## config.mk

```make
export PLATFORM = sky130hd
export DESIGN_NAME = stopwatch_ctrl_flat
export DESIGN_NICKNAME = d
export VERILOG_FILES = /design/src/rtl/stopwatch_ctrl_if.sv /design/src/rtl/stopwatch_ctrl.sv /design/src/flat_wrapper.sv
export SDC_FILE = /design/constraint.sdc
export NUM_CORES = 1
export LEC_CHECK = 0
export ABC_AREA = 1
export CORE_ASPECT_RATIO = 2
export CORE_MARGIN = 2
export CORE_UTILIZATION = 55
export DETAILED_ROUTE_END_ITERATION = 10
export GPL_TIMING_DRIVEN = 0
export PLACE_DENSITY = 0.79
export SKIP_CTS_REPAIR_TIMING = 1
export SYNTH_ARGS = -nofsm -noshare
export SYNTH_HDL_FRONTEND = slang
export SYNTH_SLANG_ARGS = --single-unit
```

## constraint.sdc

```tcl
create_clock -name clk -period 1.7 [get_ports clk]
set_clock_uncertainty 0.05 [all_clocks]
set_input_delay 0.425 -clock clk [delete_from_list [all_inputs] [get_ports clk]]
set_output_delay 0.425 -clock clk [all_outputs]
set_load 0.05 [all_outputs]
```

## src/rtl/stopwatch_ctrl_if.sv

```systemverilog
// Stopwatch key/display bundle.
// slave  : the stopwatch core (consumes keys, drives display signals)
// master : the board or bench side (drives keys, observes display signals)
interface stopwatch_ctrl_if;
    logic        key_ss_n;
    logic        key_clr_n;
    logic [15:0] bcd_out;
    logic [3:0]  dot_out;
    logic        clk_200Hz;
    logic        running;
    logic        overflow;

    modport slave (
        input  key_ss_n,
        input  key_clr_n,
        output bcd_out,
        output dot_out,
        output clk_200Hz,
        output running,
        output overflow
    );

    modport master (
        output key_ss_n,
        output key_clr_n,
        input  bcd_out,
        input  dot_out,
        input  clk_200Hz,
        input  running,
        input  overflow
    );
endinterface

```

## src/rtl/stopwatch_ctrl.sv

```systemverilog
// Stopwatch controller: SS.cc BCD count with start/stop and clear keys.
// Two pushbuttons are synchronised, debounced and edge-detected into
// one-cycle press events that drive an IDLE/RUN/PAUSE state machine.
// A free-running 200 Hz square wave is produced for the display scan.
//
// Optional feature: define STOPWATCH_SATURATE_EN to make the count stop at
// 99.99 (overflow set, RUN forced to PAUSE). Without it the count wraps to
// 00.00, sets overflow and keeps running.
module stopwatch_ctrl #(
    parameter int CLK_HZ       = 50_000_000,
    parameter int DEBOUNCE_CYC = 1_000_000
) (
    input  logic            clk,
    input  logic            rst_n,
    stopwatch_ctrl_if.slave bus
);

    // Half period of the 200 Hz scan clock, in system clock cycles.
    localparam int                SCAN_HALF = CLK_HZ / 400;
    localparam int                SCAN_W    = (SCAN_HALF > 1) ? $clog2(SCAN_HALF) : 1;
    localparam logic [SCAN_W-1:0] SCAN_TC   = SCAN_W'(SCAN_HALF - 1);

    // Centisecond prescaler: counts 0 .. CLK_HZ/100-1.
    localparam int                 PRESC_N  = CLK_HZ / 100;
    localparam int                 PRESC_W  = (PRESC_N > 1) ? $clog2(PRESC_N) : 1;
    localparam logic [PRESC_W-1:0] PRESC_TC = PRESC_W'(PRESC_N - 1);

    // Debounce counter: counts consecutive disagreeing cycles, 0 .. DEBOUNCE_CYC-1.
    localparam int              DB_W  = (DEBOUNCE_CYC > 1) ? $clog2(DEBOUNCE_CYC) : 1;
    localparam logic [DB_W-1:0] DB_TC = DB_W'(DEBOUNCE_CYC - 1);

    typedef enum logic [1:0] {
        S_IDLE  = 2'd0,
        S_RUN   = 2'd1,
        S_PAUSE = 2'd2
    } state_t;

    state_t r_state;
    state_t w_state_next;

    logic [1:0]         w_key_n;     // raw keys, index 0 = start/stop, 1 = clear
    logic [1:0]         w_press;     // one-cycle press events, same indexing
    logic               w_ss;
    logic               w_clr;

    logic [SCAN_W-1:0]  r_scan_cnt;
    logic               r_clk_200hz;

    logic [PRESC_W-1:0] r_presc;
    logic               w_tick;

    logic [15:0]        r_bcd;
    logic [15:0]        w_bcd_inc;
    logic [15:0]        w_bcd_next;
    logic [4:0]         w_carry;     // w_carry[i] = increment reaching digit i
    logic               w_rollover;  // tick arriving while the count is 99.99

    logic               r_overflow;
    logic               w_overflow_next;
    logic               r_running;
    logic               w_running_next;
    logic               w_enter_idle;

    assign w_key_n = {bus.key_clr_n, bus.key_ss_n};

    //------------------------------------------------------------------
    // Key conditioning: synchroniser -> debouncer -> falling-edge detect
    //------------------------------------------------------------------
    genvar gi;
    generate
        for (gi = 0; gi < 2; gi++) begin : g_key
            logic            r_sync1;
            logic            r_sync2;
            logic            r_deb;
            logic            r_deb_d1;
            logic [DB_W-1:0] r_db_cnt;

            // Two-flop synchroniser; idles at the released level.
            always_ff @(posedge clk or negedge rst_n) begin
                if (!rst_n) begin
                    r_sync1 <= 1'b1;
                    r_sync2 <= 1'b1;
                end else begin
                    r_sync1 <= w_key_n[gi];
                    r_sync2 <= r_sync1;
                end
            end

            // Accept a new level only after it disagrees for DEBOUNCE_CYC cycles in a row.
            always_ff @(posedge clk or negedge rst_n) begin
                if (!rst_n) begin
                    r_deb    <= 1'b1;
                    r_db_cnt <= '0;
                end else if (r_sync2 == r_deb) begin
                    r_db_cnt <= '0;
                end else if (r_db_cnt == DB_TC) begin
                    r_deb    <= r_sync2;
                    r_db_cnt <= '0;
                end else begin
                    r_db_cnt <= r_db_cnt + DB_W'(1);
                end
            end

            // Delayed copy of the debounced level for press-edge detection.
            always_ff @(posedge clk or negedge rst_n) begin
                if (!rst_n) begin
                    r_deb_d1 <= 1'b1;
                end else begin
                    r_deb_d1 <= r_deb;
                end
            end

            // High-to-low of the debounced level is a press; release is silent.
            assign w_press[gi] = r_deb_d1 & ~r_deb;
        end
    endgenerate

    assign w_ss  = w_press[0];
    assign w_clr = w_press[1];

    //------------------------------------------------------------------
    // Display scan clock: free-running in every state
    //------------------------------------------------------------------

    // Toggle the scan clock every CLK_HZ/400 cycles.
    always_ff @(posedge clk or negedge rst_n) begin
        if (!rst_n) begin
            r_scan_cnt  <= '0;
            r_clk_200hz <= 1'b0;
        end else if (r_scan_cnt == SCAN_TC) begin
            r_scan_cnt  <= '0;
            r_clk_200hz <= ~r_clk_200hz;
        end else begin
            r_scan_cnt  <= r_scan_cnt + SCAN_W'(1);
        end
    end

    //------------------------------------------------------------------
    // Centisecond prescaler: advances in RUN, holds in PAUSE, zero in IDLE
    //------------------------------------------------------------------

    // Keeping it at zero in IDLE makes every IDLE->RUN start on a fresh phase.
    always_ff @(posedge clk or negedge rst_n) begin
        if (!rst_n) begin
            r_presc <= '0;
        end else if (r_state == S_IDLE) begin
            r_presc <= '0;
        end else if (r_state == S_RUN) begin
            r_presc <= (r_presc == PRESC_TC) ? '0 : r_presc + PRESC_W'(1);
        end
    end

    assign w_tick = (r_state == S_RUN) && (r_presc == PRESC_TC);

    //------------------------------------------------------------------
    // BCD incrementer: ripple carry across the four digits
    //------------------------------------------------------------------
    assign w_carry[0] = w_tick;

    generate
        for (gi = 0; gi < 4; gi++) begin : g_digit
            logic [3:0] w_dig;
            logic       w_dig_top;

            assign w_dig     = r_bcd[gi*4 +: 4];
            // ">= 9" rather than "== 9" so a corrupted digit still returns to 0.
            assign w_dig_top = (w_dig >= 4'd9);
            assign w_carry[gi+1]         = w_carry[gi] & w_dig_top;
            assign w_bcd_inc[gi*4 +: 4]  = !w_carry[gi] ? w_dig :
                                           (w_dig_top ? 4'd0 : w_dig + 4'd1);
        end
    endgenerate

    assign w_rollover = w_carry[4];

    //------------------------------------------------------------------
    // Control FSM
    //------------------------------------------------------------------

    // State register.
    always_ff @(posedge clk or negedge rst_n) begin
        if (!rst_n) begin
            r_state <= S_IDLE;
        end else begin
            r_state <= w_state_next;
        end
    end

    // Next-state logic; clear wins over start/stop only in PAUSE.
    always_comb begin
        w_state_next = r_state;
        case (r_state)
            S_IDLE: begin
                if (w_ss) begin
                    w_state_next = S_RUN;
                end
            end
            S_RUN: begin
                if (w_ss) begin
                    w_state_next = S_PAUSE;
                end
`ifdef STOPWATCH_SATURATE_EN
                if (w_rollover) begin
                    w_state_next = S_PAUSE;
                end
`endif
            end
            S_PAUSE: begin
                if (w_clr) begin
                    w_state_next = S_IDLE;
                end else if (w_ss) begin
                    w_state_next = S_RUN;
                end
            end
            default: begin
                w_state_next = S_IDLE;
            end
        endcase
    end

    // Output decode, computed from the next state so the registered copies line up with r_state.
    always_comb begin
        w_running_next = (w_state_next == S_RUN);
        w_enter_idle   = (r_state != S_IDLE) && (w_state_next == S_IDLE);
    end

    // Count and overflow next values; a tick in RUN and a return to IDLE never coincide.
    always_comb begin
        w_bcd_next      = r_bcd;
        w_overflow_next = r_overflow;
        if (w_enter_idle) begin
            w_bcd_next      = '0;
            w_overflow_next = 1'b0;
        end else if (w_tick) begin
            w_overflow_next = r_overflow | w_rollover;
`ifdef STOPWATCH_SATURATE_EN
            if (!w_rollover) begin
                w_bcd_next = w_bcd_inc;
            end
`else
            w_bcd_next = w_bcd_inc;
`endif
        end
    end

    // Registered count, overflow flag and running flag.
    always_ff @(posedge clk or negedge rst_n) begin
        if (!rst_n) begin
            r_bcd      <= '0;
            r_overflow <= 1'b0;
            r_running  <= 1'b0;
        end else begin
            r_bcd      <= w_bcd_next;
            r_overflow <= w_overflow_next;
            r_running  <= w_running_next;
        end
    end

    //------------------------------------------------------------------
    // Outputs
    //------------------------------------------------------------------
    assign bus.bcd_out   = r_bcd;
    assign bus.dot_out   = 4'b1011;   // active-low point after d2: SS.cc
    assign bus.clk_200Hz = r_clk_200hz;
    assign bus.running   = r_running;
    assign bus.overflow  = r_overflow;

endmodule
```

## src/flat_wrapper.sv

```systemverilog
// flat-port wrapper written by rule: the top's interface ports become plain ports
module stopwatch_ctrl_flat 
#(
    parameter int CLK_HZ       = 50_000_000,
    parameter int DEBOUNCE_CYC = 1_000_000
)
  (clk, rst_n, bus_key_ss_n, bus_key_clr_n, bus_bcd_out, bus_dot_out, bus_clk_200Hz, bus_running, bus_overflow);
  stopwatch_ctrl_if bus_i ();
  input  logic clk;
  input  logic rst_n;
  input wire logic [$bits(bus_i.key_ss_n)-1:0] bus_key_ss_n;
  input wire logic [$bits(bus_i.key_clr_n)-1:0] bus_key_clr_n;
  output wire logic [$bits(bus_i.bcd_out)-1:0] bus_bcd_out;
  output wire logic [$bits(bus_i.dot_out)-1:0] bus_dot_out;
  output wire logic [$bits(bus_i.clk_200Hz)-1:0] bus_clk_200Hz;
  output wire logic [$bits(bus_i.running)-1:0] bus_running;
  output wire logic [$bits(bus_i.overflow)-1:0] bus_overflow;
  assign bus_i.key_ss_n = bus_key_ss_n;
  assign bus_i.key_clr_n = bus_key_clr_n;
  assign bus_bcd_out = bus_i.bcd_out;
  assign bus_dot_out = bus_i.dot_out;
  assign bus_clk_200Hz = bus_i.clk_200Hz;
  assign bus_running = bus_i.running;
  assign bus_overflow = bus_i.overflow;
  stopwatch_ctrl #(.CLK_HZ(CLK_HZ), .DEBOUNCE_CYC(DEBOUNCE_CYC)) u_core (.clk(clk), .rst_n(rst_n), .bus(bus_i));
endmodule
```

==> results.toml <==
[outcome]
status = "finished, violations left"
violations = "setup timing"

[timing]
tightest_slew_ns = 0.656
finalHoldViolations = 0
rsz0062_at_grt = "yes"
setup_viol = 26
maxSlewViolCount = 0
relSlewSlack = 0.563
period_share = 1.10
period_minus_slack_ns = 1.86
hold-worst-slack_ns = 0.0387
max_freq_mhz = 537
setup_tns_ns = -2.12
finalWorstSetupSlack_ns = -0.164

[synth]
synth_largest_area_cell = "dfrtp_1"
ys.flop_type = "dfrtp_1"
synthCells = 738
netlist_area_sq_um = 5780
netlist.area_leader.share = 0.420
ys_async_sr_fraction = 1.00
syn_avg_cell_area_sq_um = 7.83
ys_ff_latch = 105
synth.area.top_cells = "dfrtp_1 42%, nand2_1 9.6%, nor2_1 7.6%"
synthTopCellsByCount = "148 x nand2_1, 117 x nor2_1, 97 x dfrtp_1, 97 x inv_1, 58 x nand3_1"
ys_types = 41
yosysMostFrequentCell = "nand2_1"
ys_seq_area_frac = 0.456
synth_edf_count = 0
yosys_warnings = 0

[cells_and_area]
fin_util = 0.689
fin_cells = 961
final_nets = 839
area_delta_synth_final_pct = 23.3
fillers = 802
antennaDiodeCount = 0
drive_above_1_share = 0.237
final_cell_area_sq_um = 7130

[floorplanning]
die_y_um = 149
io_pins = 27
die_w_um = 76.5
rows = 53
core_area_sq_um = 10300
initial_core_util = 0.559
dieArea_sq_um = 11400

[power_and_ir_drop]
irDropWorstVdd_mv = 0.548
p_per_area_nw_per_um2 = 650
p_leak_nw = 3.41

[place]
hpwlAfterDp_um = 8300
place.gp.congestion = 0.899
postPlaceCellArea_sq_um = 6210
numPortBuffers = 22
dp.cells = 900

[clock_network]
numClockSinks = 105
cts_tree = "done"
clk_path_buf_depth = 2
clk_pin_slew_ns = 0.07
cts-htree-levels = 3
clk_latency_ns = 0.35
root_buffer = "clkbuf_16"
cts_buffers = 9

[global_routing]
overflow = 0
grt_first_pass_wirelength_um = 20300
grt_pass1_vias = 4664
antenna_found_initial = 0
grt_use_total = 0.217
grt_max_degree = 57

[worst_setup_path]
crit_chain = "ha_2 -> nand3_4 -> inv_4 -> nand3_4 -> o21ai_4 -> inv_2 -> buf_6 -> a22o_1"
worstSetupPathType = "reg2reg"
cp.arrival_ns = 2.05
worstSetupStartpoint = "u_core.r_presc[1]$_DFFE_PN0P_"
slowest_delay_ns = 0.38
cp-end-kind = "register"
crit_path_end = "u_core.r_presc[1]$_DFFE_PN0P_"
reg2reg_depth = 8
worstPathRequired_ns = 1.88
r2r-start = "u_core.r_presc[1]$_DFFE_PN0P_"
critPathTopFamily = "compound AO/OA/AOI/OAI gates"
path_depth = 8
critPathLaunchType = "register"
crit_top_cell = "nand3_4"
path_buf_inv = 3
reg2reg_slack_ns = -0.16
cp_slowest_cell = "dfrtp_1"
rr_endpoint = "u_core.r_presc[1]$_DFFE_PN0P_"
cp_max_fo = 7

[route]
drt_iter0_drc = 397
detail-route-antenna-nets = 0
drc = 0
routed_wl_um = 13400
viasPerCell = 5.43
vias = 5223
wl_per_cell_um = 14.0
first_pass_iters = 6

[run]
drv_cap = 0

[min_path]
hold_path.class = "in2async"
## worst register-to-register path: stages, from the launching register on
cell and delay [ns]:
dfrtp_1 0.38, ha_2 0.23, nand3_4 0.11, inv_4 0.10, nand3_4 0.11, o21ai_4 0.31
inv_2 0.11, buf_6 0.16, a22o_1 0.19
## how the worst min path moves through the flow
stage	from	to	slack [ns]	cells after the start
after global placement	u_core.g_key[0].r_sync1$_DFF_PN1_	u_core.g_key[0].r_sync2$_DFF_PN1_	0.30	0
final	rst_n	u_core.r_presc[15]$_DFFE_PN0P_	0.04	1
after floorplan	rst_n	u_core.bus.bcd_out[0]$_DFFE_PN0P_	0.08	0
after global routing	rst_n	u_core.r_presc[15]$_DFFE_PN0P_	0.10	1
after CTS	rst_n	u_core.r_presc[15]$_DFFE_PN0P_	0.07	1
after detailed placement	u_core.g_key[0].r_sync1$_DFF_PN1_	u_core.g_key[0].r_sync2$_DFF_PN1_	0.30	0
## logic make-up (layout without fill, tap and decap cells)
logic type	after synthesis	after routing	share of synthesized area
multiplexers	1	1	0.00195
AO/OA/AOI/OAI	63	63	0.0617
other	2	4	0.00130
XOR/XNOR	38	38	0.0576
AND/OR/NAND/NOR	398	400	0.308
buffers and inverters	115	197	0.0788
adder cells (fa/ha/maj)	16	16	0.0346
flip-flops	105	105	0.456
## routing by layer
layer  global-route usage  share of wire  vias up
met4               0.0764          0.021        0
met1                0.272           0.42     2493
met2                0.377           0.51      167
met3               0.0369          0.047       36
met5                    0              0        -
li1                     -              -     2527
## area by class of cell
class	count	area, sq um	share of cell area
flip-flops and latches	105	2650	0.371
clock buffers	11	243	0.0341
inverters	106	404	0.0567
well taps	137	171	0.0241
plain buffers	8	55.1	0.00772
repair buffers	67	537	0.0753
multi-input cells	522	3040	0.426
clock inverters	5	31.3	0.00439
## cells in the final DEF, fill, tap and decap left out, types with 10 or more instances in the layout
cell	Yosys	layout
a21oi_1	14	14
buf_4	4	46
clkbuf_2	0	14
dfrtp_1	97	89
ha_1	16	12
inv_1	97	90
inv_2	8	14
nand2_1	148	135
nand2_2	7	18
nand3_1	58	43
nand3_2	3	15
nand4_1	21	21
nor2_1	117	103
nor2_2	4	11
nor3_1	28	26
o21ai_0	19	12
o21ai_1	12	15
xnor2_1	10	10
xor2_1	28	27
## report_power, final
| group | switching [mW] | internal [mW] |
|---|---|---|
| clock network | 0.902 | 1.03 |
| registers | 0.0201 | 2.52 |
| logic | 0.109 | 0.0526 |
## state kept, by name, indices dropped and copies added (netlist names)
register / count
u_core.g_key.r_db_cnt: 40
u_core.g_key.r_sync2: 2
u_core.bus.bcd_out: 16
u_core.g_key.r_sync1: 2
u_core.bus.overflow: 1
u_core.r_presc: 19
u_core.r_state: 2
u_core.bus.running: 1
u_core.g_key.r_deb_d1: 2
u_core.bus.clk_200Hz: 1
u_core.g_key.r_deb: 2
u_core.r_scan_cnt: 17
## stage by stage
| step | power (mW) | setup slack [ns] |
|---|---|---|
| 2_1_floorplan | 2.64 | 0.00118 |
| 3_3_place_gp | 2.71 | -4.14 |
| 3_5_place_dp | 2.72 | -0.274 |
| 4_1_cts | 4.64 | -0.459 |
| 5_1_grt | 4.79 | -0.232 |
| 6_report | 4.63 | -0.164 |
(Power assumes the default switching activity.)
